`src/rtl/linear_layer_seq_pkg.sv`:
```
// Shared types and arithmetic helpers for the sequential fixed-point linear layer.
// Holds the FSM state type, the accumulator width rule and the round/saturate step.
package linear_pkg;

   typedef enum logic [1:0] {
      IDLE = 2'd0,
      MAC  = 2'd1,
      OUT  = 2'd2
   } state_t;

   localparam int SR_W = 64;

   function automatic int acc_width(input int data_w, input int in_dim);
      return 2*data_w + $clog2(in_dim) + 1;
   endfunction

   // Round half up, then clamp to the signed data_w range. Returns {sat_flag, value}.
   function automatic logic [SR_W:0] sat_round(input logic signed [SR_W-1:0] acc,
                                                input int frac_w, input int data_w);
      logic signed [SR_W-1:0] half, r, hi, lo;
      logic sat;
      half = '0;
      if (frac_w > 0) half = 64'sd1 <<< (frac_w - 1);
      r   = (acc + half) >>> frac_w;
      hi  = (64'sd1 <<< (data_w - 1)) - 64'sd1;
      lo  = -(64'sd1 <<< (data_w - 1));
      sat = (r > hi) || (r < lo);
      if (r > hi)      r = hi;
      else if (r < lo) r = lo;
      return {sat, r};
   endfunction

endpackage

```
`src/rtl/linear_layer_seq_mac.sv`:
```
// Single time-shared multiply-accumulate unit for the linear layer.
// On the first product of a row the accumulator restarts from the pre-shifted bias.
module mac_unit #(
   parameter int DATA_W = 8,
   parameter int ACC_W  = 19
) (
   input  logic                     clk,
   input  logic                     rst,
   input  logic                     first,
   input  logic                     en,
   input  logic signed [ACC_W-1:0]  load_val,
   input  logic signed [DATA_W-1:0] a,
   input  logic signed [DATA_W-1:0] b,
   output logic signed [ACC_W-1:0]  acc_sum
);

   logic signed [2*DATA_W-1:0] prod;
   logic signed [ACC_W-1:0]    acc;

   assign prod    = a * b;
   assign acc_sum = (first ? load_val : acc) + ACC_W'(prod);

   always_ff @(posedge clk or posedge rst) begin
      if (rst)     acc <= '0;
      else if (en) acc <= acc_sum;
   end

endmodule

```
`src/rtl/linear_layer_seq.sv`:
```
// Sequential fixed-point fully-connected layer: out = sat(W*in + b), optional ReLU.
// One MAC cycle per weight; results land in the output buffer as each row finishes.
//
// state | meaning
// IDLE  | ready for a vector, configuration writes accepted
// MAC   | one product per cycle, row result written on the last column
// OUT   | out_valid held with stable data until out_ready
module linear_layer_seq
   import linear_pkg::*;
#(
   parameter int IN_DIM  = 3,
   parameter int OUT_DIM = 2,
   parameter int DATA_W  = 8,
   parameter int FRAC_W  = 4,
   parameter int RELU_EN = 0
) (
   input  logic                              clk,
   input  logic                              rst,
   input  logic                              in_valid,
   output logic                              in_ready,
   input  logic [IN_DIM*DATA_W-1:0]          in_data,
   output logic                              out_valid,
   input  logic                              out_ready,
   output logic [OUT_DIM*DATA_W-1:0]         out_data,
   output logic                              out_sat,
   input  logic                              cfg_we,
   input  logic                              cfg_bias,
   input  logic [$clog2(IN_DIM*OUT_DIM+1)-1:0] cfg_addr,
   input  logic [DATA_W-1:0]                 cfg_data,
   output logic                              busy
);

   localparam int ACC_W = acc_width(DATA_W, IN_DIM);
   localparam int N_W   = IN_DIM * OUT_DIM;
   localparam int AW    = $clog2(N_W + 1);
   localparam int IW    = (IN_DIM  > 1) ? $clog2(IN_DIM)  : 1;
   localparam int OW    = (OUT_DIM > 1) ? $clog2(OUT_DIM) : 1;

   state_t state, state_nxt;
   logic [IW-1:0] i_cnt;
   logic [OW-1:0] o_cnt;
   logic signed [DATA_W-1:0] w_mem    [N_W];
   logic signed [DATA_W-1:0] bias_mem [OUT_DIM];
   logic [IN_DIM*DATA_W-1:0] in_lat;
   logic accept, last_i, last_o, row_done;
   logic [AW-1:0] w_idx;
   logic signed [DATA_W-1:0] x_sel;
   logic signed [ACC_W-1:0]  load_val, acc_sum;
   logic signed [DATA_W-1:0] r_val, r_out;
   logic r_sat;
   logic [SR_W-1-DATA_W:0] sr_hi_unused;

   assign in_ready  = (state == IDLE);
   assign out_valid = (state == OUT);
   assign busy      = (state != IDLE);
   assign accept    = in_valid && in_ready;
   assign last_i    = (i_cnt == IW'(IN_DIM - 1));
   assign last_o    = (o_cnt == OW'(OUT_DIM - 1));
   assign row_done  = (state == MAC) && last_i;

   always_ff @(posedge clk or posedge rst) begin
      if (rst) state <= IDLE;
      else     state <= state_nxt;
   end

   always_comb begin
      state_nxt = state;
      case (state)
         IDLE:    if (accept) state_nxt = MAC;
         MAC:     if (last_i && last_o) state_nxt = OUT;
         OUT:     if (out_ready) state_nxt = IDLE;
         default: state_nxt = IDLE;
      endcase
   end

   always_ff @(posedge clk or posedge rst) begin
      if (rst) begin
         i_cnt  <= '0;
         o_cnt  <= '0;
         in_lat <= '0;
      end else if (accept) begin
         i_cnt  <= '0;
         o_cnt  <= '0;
         in_lat <= in_data;
      end else if (state == MAC) begin
         if (last_i) begin
            i_cnt <= '0;
            if (!last_o) o_cnt <= o_cnt + 1'b1;
         end else begin
            i_cnt <= i_cnt + 1'b1;
         end
      end
   end

   // Writes only land while idle; the array guard also keeps bias aliasing out.
   always_ff @(posedge clk or posedge rst) begin
      if (rst) begin
         for (int k = 0; k < N_W; k++)     w_mem[k]    <= '0;
         for (int k = 0; k < OUT_DIM; k++) bias_mem[k] <= '0;
      end else if (cfg_we && state == IDLE) begin
         if (cfg_bias) begin
            if (cfg_addr < AW'(OUT_DIM)) bias_mem[cfg_addr[OW-1:0]] <= cfg_data;
         end else if (cfg_addr < AW'(N_W)) begin
            w_mem[cfg_addr] <= cfg_data;
         end
      end
   end

   assign w_idx    = AW'(o_cnt * IN_DIM + i_cnt);
   assign x_sel    = in_lat[i_cnt*DATA_W +: DATA_W];
   assign load_val = ACC_W'(bias_mem[o_cnt]) <<< FRAC_W;

   mac_unit #(.DATA_W(DATA_W), .ACC_W(ACC_W)) u_mac (
      .clk      (clk),
      .rst      (rst),
      .first    (i_cnt == '0),
      .en       (state == MAC),
      .load_val (load_val),
      .a        (x_sel),
      .b        (w_mem[w_idx]),
      .acc_sum  (acc_sum)
   );

   assign {r_sat, sr_hi_unused, r_val} = sat_round(SR_W'(acc_sum), FRAC_W, DATA_W);

   always_comb begin
      r_out = r_val;
      if (RELU_EN != 0 && r_val[DATA_W-1]) r_out = '0;
   end

   always_ff @(posedge clk or posedge rst) begin
      if (rst) begin
         out_data <= '0;
         out_sat  <= 1'b0;
      end else if (accept) begin
         out_sat  <= 1'b0;
      end else if (row_done) begin
         out_data[o_cnt*DATA_W +: DATA_W] <= r_out;
         out_sat <= out_sat | r_sat;
      end
   end

endmodule

```
`config.mk`:
```
export PLATFORM = sky130hd
export DESIGN_NAME = linear_layer_seq
export DESIGN_NICKNAME = d
export VERILOG_FILES = /design/src/rtl/linear_layer_seq_pkg.sv /design/src/rtl/linear_layer_seq_mac.sv /design/src/rtl/linear_layer_seq.sv
export SDC_FILE = /design/constraint.sdc
export NUM_CORES = 1
export LEC_CHECK = 0
export BUFFER_PORTS_ARGS = -buffer_cell sky130_fd_sc_hd__buf_4
export CAP_MARGIN = 20
export CORE_AREA = 2 2 189 154
export DETAILED_ROUTE_END_ITERATION = 8
export DIE_AREA = 0 0 191 156
export PLACE_DENSITY = 0.47
export RECOVER_POWER = 50
export SYNTH_ARGS = -nofsm -noshare
export SYNTH_HDL_FRONTEND = slang
export SYNTH_SLANG_ARGS = --single-unit
```
`constraint.sdc`:
```
create_clock -name clk -period 22.9 [get_ports clk]
set_input_delay 4.58 -clock clk [delete_from_list [all_inputs] [get_ports clk]]
set_output_delay 4.58 -clock clk [all_outputs]
set_load 0.02 [all_outputs]
```
==> impl_metrics.yaml <==
outcome:
  status: "finished with violations"
  violations: "max-capacitance violations, max-slew violations"
cells_and_area:
  drive_gt1_share_pct: 19.3
  most-common-layout-cells: "dfrtp_1, nand2_1, inv_1"
  layout_commonest_cell: "dfrtp_1"
  nets: 1148
  design_area_um2: 11100
  antenna_cells: 0
  syn_to_final_growth_pct: 15.0
global_route:
  grt_util_met2_pct: 23.2
  grt-ovfl-total: 0
  grt_start_max_net_pins: 68
  grt_pass1_wl_mm: 39.6
  track_usage_pct: 17.5
  antenna_found_initial: 0
  grt.busiest_layer: "met1"
  met3_usage_pct: 3.44
  grt_pass1_vias: 6921
  use_met1_pct: 28.2
drt:
  drt-vias-per-instance: 4.83
  first_pass_iters: 5
  drc: 0
  avgRoutedWirePerCell_um: 17.5
  dr.first_iter.drc_count: 360
  postRouteAntennaNets: 0
  routed_wl_mm: 23.8
  via_count: 6563
die:
  rows: 55
  ioPinCount: 61
  chipWidth_um: 191
  dieArea_um2: 29800
  initial_core_util_pct: 34.5
  core_area_um2: 27900
  die_y_um: 156
clock_tree:
  htreeDepth: 4
  insertion_delay_ns: 0.43
  cts_tree: "yes"
  postCtsSetupRepairBufs: 0
  numCtsBuffers: 17
  root_buffer: "clkbuf_16"
  cts_resized: 0
  clockBufferDepth: 2
  clkSinkCount: 129
  cts.clk_slew.worst_paths_ns: 0.06
  cts_hold_buf: 0
timing:
  setup_tns_ns: 0
  setup_viol_count_final: 0
  slew_headroom_pct: -110
  skew_ns: 0.0107
  period_needed_ns: 9.51
  worst_pin_slew_ns: 3.13
  fmax_mhz: 105
  hold_viol: 0
  whs_ns: 0.472
  fin_crit_sh_pct: 41.5
  rsz0062_at_grt: "false"
  slew_viol_final: 97
critical_path:
  worstPathRequired_ns: 23.19
  end_kind: "flip-flop"
  critPathKind: "reg -> reg"
  cp-start-kind: "flip-flop"
  crit_fanout: 17
  crit_arrival_ns: 9.80
logic_synthesis:
  synth_edf_count: 0
  async_reset_ff_share_pct: 100
  synth_fp_nets: 1089
  netlist_instances: 917
  synth_ff_type: "dfrtp_1"
  yosysUniqueCellTypes: 67
  syn_area_um2: 9610
  synth_area_per_cell_um2: 10.5
  synth_seq_cells: 129
  ys_seq_area_share_pct: 33.6
  synth_warnings: 0
worst_hold_path:
  hp-class: "reg -> reg"
run:
  drv_cap: 2
placement:
  io_buffers: 60
  hpwl_mm: 18.1
  gp_congestion: 0.790
  dpl-instance-area_um2: 10500
worst paths after layout:
check                                      start                  endpoint  slack [ns]  depth (start not counted)
min in group asynchronous                    rst    in_lat[20]$_DFFE_PP0P_        5.06                          2
setup / recovery            i_cnt[0]$_DFFE_PP0P_       out_sat$_DFFE_PP0P_       13.39                         23
setup reg to reg            i_cnt[0]$_DFFE_PP0P_       out_sat$_DFFE_PP0P_       13.39                         23
hold reg to reg            in_lat[2]$_DFFE_PP0P_     in_lat[2]$_DFFE_PP0P_        0.47                          2
max in group asynchronous                    rst  u_mac.acc[7]$_DFFE_PP0P_       15.94                          3
hold / removal             in_lat[2]$_DFFE_PP0P_     in_lat[2]$_DFFE_PP0P_        0.47                          2
layer usage:
metal  routed length (um)  share of wire, %  vias to the layer above
met4                  346               1.5                        0
met3                  933               3.9                       18
met5                    0                 0                        -
li1                     -                 -                     3186
met1                13200                55                     3248
met2                 9300                39                      111
synth_stat cells (4+ instances only):
cell / number / area [um2]
inv_1: 101 / 379
o21ai_0: 29 / 145
mux2i_1: 25 / 250
ha_1: 45 / 563
mux4_2: 8 / 180
dfrtp_1: 129 / 3230
a21oi_1: 20 / 100
o21ai_1: 7 / 35.0
clkbuf_1: 25 / 93.8
xor2_1: 6 / 52.6
nor3b_1: 4 / 30.0
mux2_2: 76 / 856
nand2_1: 120 / 450
nand3_1: 8 / 40.0
a31oi_1: 14 / 87.6
fa_1: 86 / 1720
nand2b_1: 18 / 113
nor2_1: 80 / 300
nor2b_1: 12 / 75.1
xnor2_1: 16 / 140
nor3_1: 5 / 25.0
a21o_1: 9 / 67.6
nand4_1: 9 / 56.3
area by class of cell:
cell class / count / area [um2]
inverter: 101 / 380
sequential: 129 / 3230
multi-input combinational: 657 / 5900
timing repair buffer: 70 / 450
clock buffer: 22 / 484
tap: 370 / 463
clock inverter: 10 / 149
fill: 2747 / 16800
registers in the layout, indices dropped and copies added, names as in the netlist:
register / flops
out_sat: 1
bias_mem: 16
i_cnt: 2
u_mac.acc: 19
in_lat: 24
last_o: 1
w_mem: 48
state: 2
out_data: 16
per-stage QoR:
stage               utilization [%]  worst slack [ns]  instances
floorplan                         -             14.72        917
global placement               37.6             13.64       1326
detailed placement             37.6             13.61       1326
CTS                            39.9             13.55       1358
global route                   39.7             12.70       1359
finish                         39.7             13.39       1359
cell families after synthesis:
logic type / after synthesis / share of synthesized area, %
buf+inv: 131 / 5.19
flops: 129 / 33.6
compound gates: 111 / 8.02
simple gates: 282 / 13.7
xor+xnor: 24 / 2.34
mux: 109 / 13.4
fa+ha+maj: 131 / 23.8
critical path, stage by stage (launching register included):
cell	delay (ns)
dfrtp_1	0.70
ha_1	0.24
inv_1	0.05
fa_1	0.88
nand2b_1	0.36
o21ai_0	0.77
and2_1	0.26
inv_1	0.32
fa_1	0.64
inv_1	0.05
fa_1	0.52
fa_1	0.45
fa_1	0.62
fa_1	0.45
ha_1	0.39
o21ai_1	0.11
o21ai_1	0.31
a41oi_1	0.22
a211oi_1	0.46
xor2_1	0.41
nor2_1	0.13
o31ai_4	0.42
nor4b_1	0.51
o21ai_1	0.12
Power is left out: the tool's default activity adds up to more than one toggle a clock period on the data nets, which glitch-free logic cannot reach.
